<file path="src/rtl/rob_retire_ctrl_pkg.sv">
// Shared types for the ROB retirement controller: ROB head entry layout,
// retirement FSM states and the system-wide width macros.
`ifndef SYS_XLEN
`define SYS_XLEN 32
`endif
`ifndef SYS_ROB_ADDR_WIDTH
`define SYS_ROB_ADDR_WIDTH 5
`endif

package rob_retire_ctrl_pkg;

  localparam int XLEN         = `SYS_XLEN;
  localparam int RETIRE_WIDTH = 3;

  // One ROB entry as seen at the head of the buffer.
  typedef struct packed {
    logic            valid;
    logic            completed;
    logic            is_store;
    logic            precise_state_need;
    logic [XLEN-1:0] cs_retire_pc;
  } ROB_ENTRY_PACKET;

  typedef enum logic [1:0] {
    RS_RUN,
    RS_FLUSH,
    RS_HOLD
  } RETIRE_STATE;

  // Number of set bits in a 3-bit retire vector.
  function automatic logic [1:0] popcount3(input logic [2:0] v);
    return {1'b0, v[0]} + {1'b0, v[1]} + {1'b0, v[2]};
  endfunction

endpackage

</file>
<file path="src/rtl/rob_retire_ctrl_prefix_sel.sv">
// Combinational retire selector: per-slot eligibility, store budget and the
// in-order prefix rule, with the mask cut after a mispredicting slot.
module retire_prefix_sel
  import rob_retire_ctrl_pkg::*;
(
  input  logic       run,
  input  logic [2:0] valid,
  input  logic [2:0] completed,
  input  logic [2:0] is_store,
  input  logic [2:0] precise_state_need,
  input  logic [1:0] sq_credits,
  output logic [2:0] retire_mask,
  output logic [1:0] retire_count,
  output logic [1:0] sq_retire_cnt,
  output logic [2:0] mispredict_sel
);

  // store_ord[i]: ordinal of slot i's store among slots 0..i (1-based)
  logic [2:0][1:0] store_ord;
  logic [2:0]      eligible;
  // chain[i]: every older slot retires and none of them cuts the mask
  logic [2:0]      chain;

  assign chain[0] = run;

  for (genvar gi = 0; gi < 3; gi++) begin : g_slot
    if (gi == 0) begin : g_first
      assign store_ord[gi] = {1'b0, is_store[gi]};
    end else begin : g_rest
      assign store_ord[gi] = store_ord[gi-1] + {1'b0, is_store[gi]};
    end

    assign eligible[gi] = valid[gi] & completed[gi] &
                          (~is_store[gi] | (store_ord[gi] <= sq_credits));
    assign retire_mask[gi] = chain[gi] & eligible[gi];

    if (gi < 2) begin : g_chain
      assign chain[gi+1] = retire_mask[gi] & ~precise_state_need[gi];
    end
  end

  assign mispredict_sel = retire_mask & precise_state_need;
  assign retire_count   = popcount3(retire_mask);
  assign sq_retire_cnt  = popcount3(retire_mask & is_store);

endmodule

</file>
<file path="src/rtl/rob_retire_ctrl.sv">
// In-order 3-wide retirement controller with mispredict recovery sequencing
// (squash + redirect, then a dispatch hold) and a retired-instruction counter.
module rob_retire_ctrl
  import rob_retire_ctrl_pkg::*;
#(
  parameter int HOLD_CYCLES = 2,
  parameter int PERF_WIDTH  = 32
) (
  input  logic                   clk,
  input  logic                   rst,
  input  ROB_ENTRY_PACKET [2:0]  head_entry,
  input  logic [1:0]             sq_retire_credits,
  output logic [2:0]             retire_mask,
  output logic [1:0]             retire_count,
  output logic [1:0]             sq_retire_cnt,
  output logic                   rb_flush,
  output logic                   fch_rec_enable,
  output logic [`SYS_XLEN-1:0]   fch_rec_pc,
  output logic                   dispatch_stall,
  output logic [PERF_WIDTH-1:0]  perf_retired
);

  RETIRE_STATE           state_reg, state_next;
  logic [3:0]            hold_cnt_reg, hold_cnt_next;
  logic [XLEN-1:0]       redirect_pc_reg, redirect_pc_next;
  logic [PERF_WIDTH-1:0] perf_reg, perf_next;

  logic [2:0] valid_vec, completed_vec, store_vec, psn_vec;
  logic [2:0] mispredict_sel;
  logic       run;

  for (genvar gi = 0; gi < 3; gi++) begin : g_unpack
    assign valid_vec[gi]     = head_entry[gi].valid;
    assign completed_vec[gi] = head_entry[gi].completed;
    assign store_vec[gi]     = head_entry[gi].is_store;
    assign psn_vec[gi]       = head_entry[gi].precise_state_need;
  end

  assign run = (state_reg == RS_RUN);

  retire_prefix_sel u_prefix_sel (
    .run                (run),
    .valid              (valid_vec),
    .completed          (completed_vec),
    .is_store           (store_vec),
    .precise_state_need (psn_vec),
    .sq_credits         (sq_retire_credits),
    .retire_mask        (retire_mask),
    .retire_count       (retire_count),
    .sq_retire_cnt      (sq_retire_cnt),
    .mispredict_sel     (mispredict_sel)
  );

  // State, hold counter, redirect target and perf counter registers.
  always_ff @(posedge clk or posedge rst) begin
    if (rst) begin
      state_reg       <= RS_RUN;
      hold_cnt_reg    <= '0;
      redirect_pc_reg <= '0;
      perf_reg        <= '0;
    end else begin
      state_reg       <= state_next;
      hold_cnt_reg    <= hold_cnt_next;
      redirect_pc_reg <= redirect_pc_next;
      perf_reg        <= perf_next;
    end
  end

  // Next-state logic and recovery outputs decoded from the state register.
  always_comb begin
    state_next       = state_reg;
    hold_cnt_next    = hold_cnt_reg;
    redirect_pc_next = redirect_pc_reg;
    perf_next        = perf_reg + PERF_WIDTH'(retire_count);
    rb_flush         = 1'b0;
    fch_rec_enable   = 1'b0;
    fch_rec_pc       = '0;
    dispatch_stall   = 1'b0;

    case (state_reg)
      RS_RUN: begin
        // The prefix cut guarantees at most one retiring mispredict.
        if (|mispredict_sel) begin
          state_next = RS_FLUSH;
          if (mispredict_sel[0])      redirect_pc_next = head_entry[0].cs_retire_pc;
          else if (mispredict_sel[1]) redirect_pc_next = head_entry[1].cs_retire_pc;
          else                        redirect_pc_next = head_entry[2].cs_retire_pc;
        end
      end
      RS_FLUSH: begin
        rb_flush       = 1'b1;
        fch_rec_enable = 1'b1;
        fch_rec_pc     = redirect_pc_reg;
        dispatch_stall = 1'b1;
        state_next     = RS_HOLD;
        hold_cnt_next  = 4'(HOLD_CYCLES - 1);
      end
      RS_HOLD: begin
        dispatch_stall = 1'b1;
        if (hold_cnt_reg == 4'd0) state_next = RS_RUN;
        else                      hold_cnt_next = hold_cnt_reg - 4'd1;
      end
      default: state_next = RS_RUN;
    endcase
  end

  assign perf_retired = perf_reg;

endmodule

</file>
<file path="config.mk">
export PLATFORM = sky130hd
export DESIGN_NAME = rob_retire_ctrl
export DESIGN_NICKNAME = d
export VERILOG_FILES = /design/src/rtl/rob_retire_ctrl_pkg.sv /design/src/rtl/rob_retire_ctrl_prefix_sel.sv /design/src/rtl/rob_retire_ctrl.sv
export SDC_FILE = /design/constraint.sdc
export NUM_CORES = 1
export LEC_CHECK = 0
export ABC_CLOCK_PERIOD_IN_PS = 4200
export CORE_ASPECT_RATIO = 0.7
export CORE_MARGIN = 2
export CORE_UTILIZATION = 42
export CTS_BUF_LIST = sky130_fd_sc_hd__clkbuf_4
export DETAILED_ROUTE_END_ITERATION = 8
export MAX_ROUTING_LAYER = met4
export PLACE_DENSITY = 0.83
export SYNTH_ARGS = -nofsm -noshare
export SYNTH_HDL_FRONTEND = slang
export SYNTH_SLANG_ARGS = --single-unit
</file>
<file path="constraint.sdc">
create_clock -name clk -period 4.2 [get_ports clk]
set_clock_uncertainty 0.15 [all_clocks]
set_input_delay 1.05 -clock clk [delete_from_list [all_inputs] [get_ports clk]]
set_output_delay 1.05 -clock clk [all_outputs]
set_load 0.02 [all_outputs]
</file>
Yosys cells after proc, flatten, opt, wreduce, memory -nomap -nowiden
Index checks and enable logic that the tools add are counted.
{ "word_totals": {"regBits": 70, "output_inout_bits": 74, "elab_cells": 59} }
{ "op_classes": {"magnitude_cmp": 3, "add_sub_neg": 8, "n_reduce_logical": 8, "n_mux": 10, "n_eq_ne": 5, "bitwise_logic": 21} }
{ "ops": {"columns": ["op", "count"], "rows": [
  ["2-to-1 mux 32 bit", 3],
  ["adder 32 x 2 -> 32 bit", 1],
  ["AND 1 bit", 11],
  ["one-hot mux 4 bit (2 select lines)", 1],
  ["adder 1 x 1 -> 2 bit", 3],
  ["adder 2 x 1 -> 2 bit", 3],
  ["AND 3 bit", 2],
  ["one-hot mux 2 bit (3 select lines)", 1],
  ["AND reduction 2 bit", 3],
  ["inverter 1 bit", 5],
  ["<= comparator 2 bit", 2],
  ["zero test 4 bit", 1],
  ["2-to-1 mux 2 bit", 2],
  ["2-to-1 mux 4 bit", 1],
  ["!= test 2 bit (second input constant)", 2],
  ["subtractor 4 x 1 -> 4 bit (second input constant)", 1],
  ["OR 1 bit", 3],
  ["OR reduction 3 bit", 1],
  ["== test 2 x 1 -> 1 bit (second input constant)", 1],
  ["== test 2 bit (second input constant)", 1],
  ["<= comparator 1 x 2 -> 1 bit", 1],
  ["zero test 2 bit", 1],
  ["2-to-1 mux 1 bit", 2],
  ["!= test 2 x 1 -> 1 bit (second input constant)", 1],
  ["other kinds (2)", 2]
]} }

Longest topological paths before layout
{ "depth": {"ltp_word": 12, "ltp_mapped": 19, "ltp_nobuf": 18} }

By module
From an unflattened synthesis, not the netlist that was laid out.
{ "hier_totals": {"cells_unflattened": 454, "area_unflattened_um2": 4219.0} }
{ "modules_own_cells": {"columns": ["mod", "instances", "area_each_um2", "cells_per_inst"], "rows": [
  ["rob_retire_ctrl", 1, 3852.4, 411],
  ["retire_prefix_sel", 1, 366.6, 43]
]} }

Least setup slack after synthesis
Ideal clock, no wire load.
{ "synth_timing": {"path_type": "input to register", "startpoint": "input head_entry[33] (netlist bit)", "endpoint": "register perf_reg[22], in the netlist perf_retired[22]", "arrival_ns": 4.764, "path_slack_ns": -0.844, "path_buffers": 1, "required_time_ns": 3.920, "path_stages": 18, "setup_time_ns": 0.130, "path_cell_list": "ha_1 > ha_1 > nor2b_1 > o211ai_1 > and3_1 > inv_1 > nor2_1 > inv_1 > fa_1 > inv_1 > ha_1 > fa_1 > nand4_1 > nor3_2 > and4_1 > buf_2 > nand3_1 > xnor2_1"} }
{ "synth_between": {"elab_chain_len": 10, "word_cells_on_any_way": 20} }
{ "synth_lines": {"columns": ["item", "line_no", "source"], "rows": [
  ["from (decl)", "rob_retire_ctrl.sv:11", "input ROB_ENTRY_PACKET [2:0] head_entry,"],
  ["<= comparator 1 x 2 -> 1 bit / inverter 1 bit (equally long branches)", "rob_retire_ctrl_prefix_sel.sv:34", "(~is_store[gi] | (store_ord[gi] <= sq_credits));"],
  ["OR 1 bit", "rob_retire_ctrl_prefix_sel.sv:34", null],
  ["AND 1 bit", "rob_retire_ctrl_prefix_sel.sv:33", "assign eligible[gi] = valid[gi] & completed[gi] &"],
  ["AND 1 bit", "rob_retire_ctrl_prefix_sel.sv:35", "assign retire_mask[gi] = chain[gi] & eligible[gi];"],
  ["AND 1 bit", "rob_retire_ctrl_prefix_sel.sv:38", "assign chain[gi+1] = retire_mask[gi] & ~precise_state_need[gi];"],
  ["AND 1 bit *", "rob_retire_ctrl_prefix_sel.sv:35", null],
  ["named net retire_mask[1]", "rob_retire_ctrl.sv:13", "output logic [2:0] retire_mask,"],
  ["AND 1 bit *", "rob_retire_ctrl_prefix_sel.sv:38", null],
  ["AND 1 bit *", "rob_retire_ctrl_prefix_sel.sv:35", null],
  ["named net retire_mask[2]", "rob_retire_ctrl.sv:13", null],
  ["adder 2 x 1 -> 2 bit *", "rob_retire_ctrl_pkg.sv:32", "return {1'b0, v[0]} + {1'b0, v[1]} + {1'b0, v[2]};"],
  ["named net retire_count[0]", "rob_retire_ctrl.sv:14", "output logic [1:0] retire_count,"],
  ["adder 32 x 2 -> 32 bit *", "rob_retire_ctrl.sv:74", "perf_next = perf_reg + PERF_WIDTH'(retire_count);"],
  ["named net perf_next[22]", "rob_retire_ctrl.sv:26", "logic [PERF_WIDTH-1:0] perf_reg, perf_next;"],
  ["to (signal assigned)", "rob_retire_ctrl.sv:65", "perf_reg <= perf_next;"],
  ["to (decl)", "rob_retire_ctrl.sv:26", null]
]} }
The timed path passes the listed nets; every way through them passes the cells marked *.
A chain may end at the register's enable or synchronous reset.

Final worst setup path
{ "layout_timing": {"startpoint": "input head_entry[105] (netlist bit)", "endpoint": "output sq_retire_cnt[0]"} }
{ "layout_between": {"elab_chain_len": 7, "word_cells_on_any_way": 8} }
{ "layout_lines": {"columns": ["item", "line_no", "source"], "rows": [
  ["adder 2 x 1 -> 2 bit", "rob_retire_ctrl_prefix_sel.sv:30", "assign store_ord[gi] = store_ord[gi-1] + {1'b0, is_store[gi]};"],
  ["<= comparator 2 bit", "rob_retire_ctrl_prefix_sel.sv:34", null],
  ["OR 1 bit", "rob_retire_ctrl_prefix_sel.sv:34", null],
  ["AND 1 bit", "rob_retire_ctrl_prefix_sel.sv:33", null],
  ["AND 1 bit", "rob_retire_ctrl_prefix_sel.sv:35", null],
  ["AND 3 bit *", "rob_retire_ctrl_prefix_sel.sv:44", "assign sq_retire_cnt = popcount3(retire_mask & is_store);"],
  ["adder 2 x 1 -> 2 bit *", "rob_retire_ctrl_pkg.sv:32", null],
  ["to (decl)", "rob_retire_ctrl.sv:15", "output logic [1:0] sq_retire_cnt,"]
]} }
Mark *: on every way between the ends. The rest lies on a longest branch, timed or not.

==> impl_metrics.ini <==
[outcome]
status = complete, but fails checks
violations = negative setup slack

[routing]
drcViolationCount = 0
drtIter0Drc = 158
drtPass1Iterations = 4
routed_via_density = 5.24
num_vias = 3749
post_drt_wl_per_cell_um = 17.4
drt-total-wl_um = 12500
postRouteAntennaNets = 0

[floorplan]
die-area_mm2 = 0.00987
rows = 29
start_util_pct = 42.7
die_w_um = 118
io_pins = 186
core_area_mm2 = 0.00893
die_h_um = 83.7

[worst_setup_path]
crit_fanout = 2
crit_buf_inv = 5
reg2reg_depth = 19
max_stage_delay_ns = 0.45
worstPathArrival_ns = 3.21
endpoint_kind = output port
r2r_setup_slack_ns = 0.40
cp_data_required_time_ns = 3.00
crit_chain = buf_12, inv_12, fa_2, inv_2, ha_4, nor2b_4, o211ai_1, nand2_2, buf_4, nor3_4, fa_1, buf_6
critPathTopFamily = adder cells
critical_path_class = in -> out
r2r-end = perf_retired[22]$_DFF_PP0_
slowest_stage = fa_1
cp-start-kind = input pin
reg2reg_from = state_reg[0]$_DFFE_PP0P_

[timing]
grt_setup_unrepaired = yes
max_slew_margin_pct = 12.8
post-route-min-period_ns = 4.41
max_freq_mhz = 227
setup_slack_ns = -0.215
slew_viol_final = 0
max_slew.worst_pin.slew_ns = 1.31
finalSetupViolCount = 11
fin_crit_sh_pct = 105
final-hold-violation-count = 0

[final_layout]
drive_above_1_share_pct = 19.6
area_growth_pct = 68.4
final_cells = 715
num_antenna_cells = 0
nets = 714
num-fill-cells = 685
stdcell_area_mm2 = 0.00643
final_core_util_pct = 72.0

[global_route]
grt_max_degree = 33
gr-usage-all-layers_pct = 26.1
grt_pass1_vias = 4014
antenna_found_initial = 0
grt_pass1_wl_um = 19800
grt_overflow = 0

[logic_synthesis]
post-synth-top-area-cell = dfrtp_1
netlist_instances = 366
yosysTopAreaCellShare_pct = 45.9
ys_ff_latch = 70
ys.warnings.count = 0
yosysSeqAreaShare_pct = 45.9
syn_nets = 494
synthTopCellsByArea = dfrtp_1, and2_1, xnor2_1
yosysUniqueCellTypes = 39
syn-cell-area_mm2 = 0.00381
avgSynthCellArea_um2 = 10.4

[power]
p_leak_uw = 0.00283
vdd_ir_drop_max_mv = 0.244
p_per_area_mw_per_mm2 = 389

[placement]
hpwlAfterDp_um = 9090
portBuffers = 185
post_dp_cell_area_mm2 = 0.00604
pre_cts_slack_ns = -1.32
dpl.cell_count = 689
place_congestion = 0.896

[hold_path]
hold-path-endpoint = perf_retired[31]$_DFF_PP0_
hp-start = perf_retired[31]$_DFF_PP0_
hold_class = reg -> reg
hold_depth = 1

[cts]
clk_latency_ns = 0.42
cts.clk_slew.worst_paths_ns = 0.14
cts_max_level = 3
cts_tree = done
clockBufferDepth = 2
root_buffer = clkbuf_4
numCtsBuffers = 9
cts.sinks = 70
cts_hold_buffers = 0

[run]
drv_cap = 0
report_power, final:
part / internal (uW) / switching (uW)
Sequential: 873 / 121
Combinational: 598 / 523
Clock: 122 / 263
Total: 1590 / 907
layer usage:
metal | track usage [%] | share of wire, % | up-vias
li1 | - | - | 1753
met1 | 31.7 | 43 | 1823
met2 | 43.1 | 49 | 153
met3 | 6.90 | 7.3 | 20
met4 | 7.78 | 1.7 | 0
met5 | - | 0 | -
per-stage QoR:
stage | hold WS (ns) | setup TNS [ns] | total power, uW
floorplan | 0.288 | -4.09 | 1570
global placement | 0.305 | -29.23 | 2050
detailed placement | 0.314 | -35.64 | 2080
CTS | 0.335 | -0.440 | 2500
global route | 0.343 | -2.52 | 2650
finish | 0.327 | -1.39 | 2500
what timing repair did:
action / CTS / global route
setup endpoints to repair: 38 / 14
pin swaps: 16 / 12
setup buffers: 4 / 6
resized for setup: 67 / 23
cell families (layout without fill, tap and decap cells):
group,after synthesis,count (layout),share of synthesized area (%)
fa+ha+maj,16,16,6.03
compound gates,66,66,14.6
mux,1,1,0.295
flops,70,70,45.9
xor+xnor,31,31,7.12
buf+inv,40,265,4.92
simple gates,142,142,21.1
layout by cell type (no fill, tap or decap), drive strengths merged, types with 7 or more instances in the layout:
cell | netlist | layout
a221o | 20 | 20
a22o | 20 | 20
a22oi | 12 | 12
and2 | 36 | 36
and3 | 8 | 8
and4 | 8 | 8
buf | 13 | 52
clkbuf | 8 | 9
clkdlybuf4s50 | 0 | 174
dfrtp | 70 | 70
ha | 12 | 12
inv | 19 | 20
nand2 | 27 | 27
nand3 | 39 | 39
nor2 | 8 | 8
xnor2 | 24 | 24
xor2 | 7 | 7
worst max path at each step:
stage                                from                          to  depth (start not counted)
final                     head_entry[105]            sq_retire_cnt[0]                         12
after global routing      head_entry[105]             retire_count[0]                         13
after CTS                 head_entry[105]             retire_count[0]                         12
after detailed placement  head_entry[105]  perf_retired[22]$_DFF_PP0_                         20
after global placement    head_entry[105]             retire_count[0]                         13
after floorplan           head_entry[105]  perf_retired[22]$_DFF_PP0_                         19
area by class of cell:
| type | instances | area [um2] | share of cell area, % |
|---|---|---|---|
| timing repair buffer | 230 | 2220 | 34.5 |
| multi-input combinational | 256 | 2100 | 32.6 |
| sequential | 70 | 1750 | 27.3 |
| tap | 124 | 155 | 2.41 |
| inverter | 19 | 88.8 | 1.38 |
| clock buffer | 9 | 67.6 | 1.05 |
| clock inverter | 7 | 50.0 | 0.779 |
cells in the mapped netlist:
cell	instances
and4_1	7
nand4_1	4
and4_4	1
a221o_1	20
nand3_1	39
a21o_1	1
buf_4	1
clkbuf_1	8
a21oi_1	2
o21a_1	1
nand2_1	27
buf_2	9
o31ai_1	1
dfrtp_1	70
ha_1	12
nor3_1	2
fa_1	4
and3_1	8
nor4_2	1
nor2b_1	2
inv_1	19
xnor2_1	24
nand2b_1	3
o32ai_1	1
and2_0	1
nor2_1	8
buf_6	3
xor2_1	7
nor3_2	2
and3b_1	1
a31oi_1	1
o211ai_1	2
a22oi_1	12
a22o_1	20
o2111ai_1	1
o21ai_0	4
mux2_2	1
and2_1	35
nor4b_4	1
No activity file was read; power rests on OpenSTA's default activity.
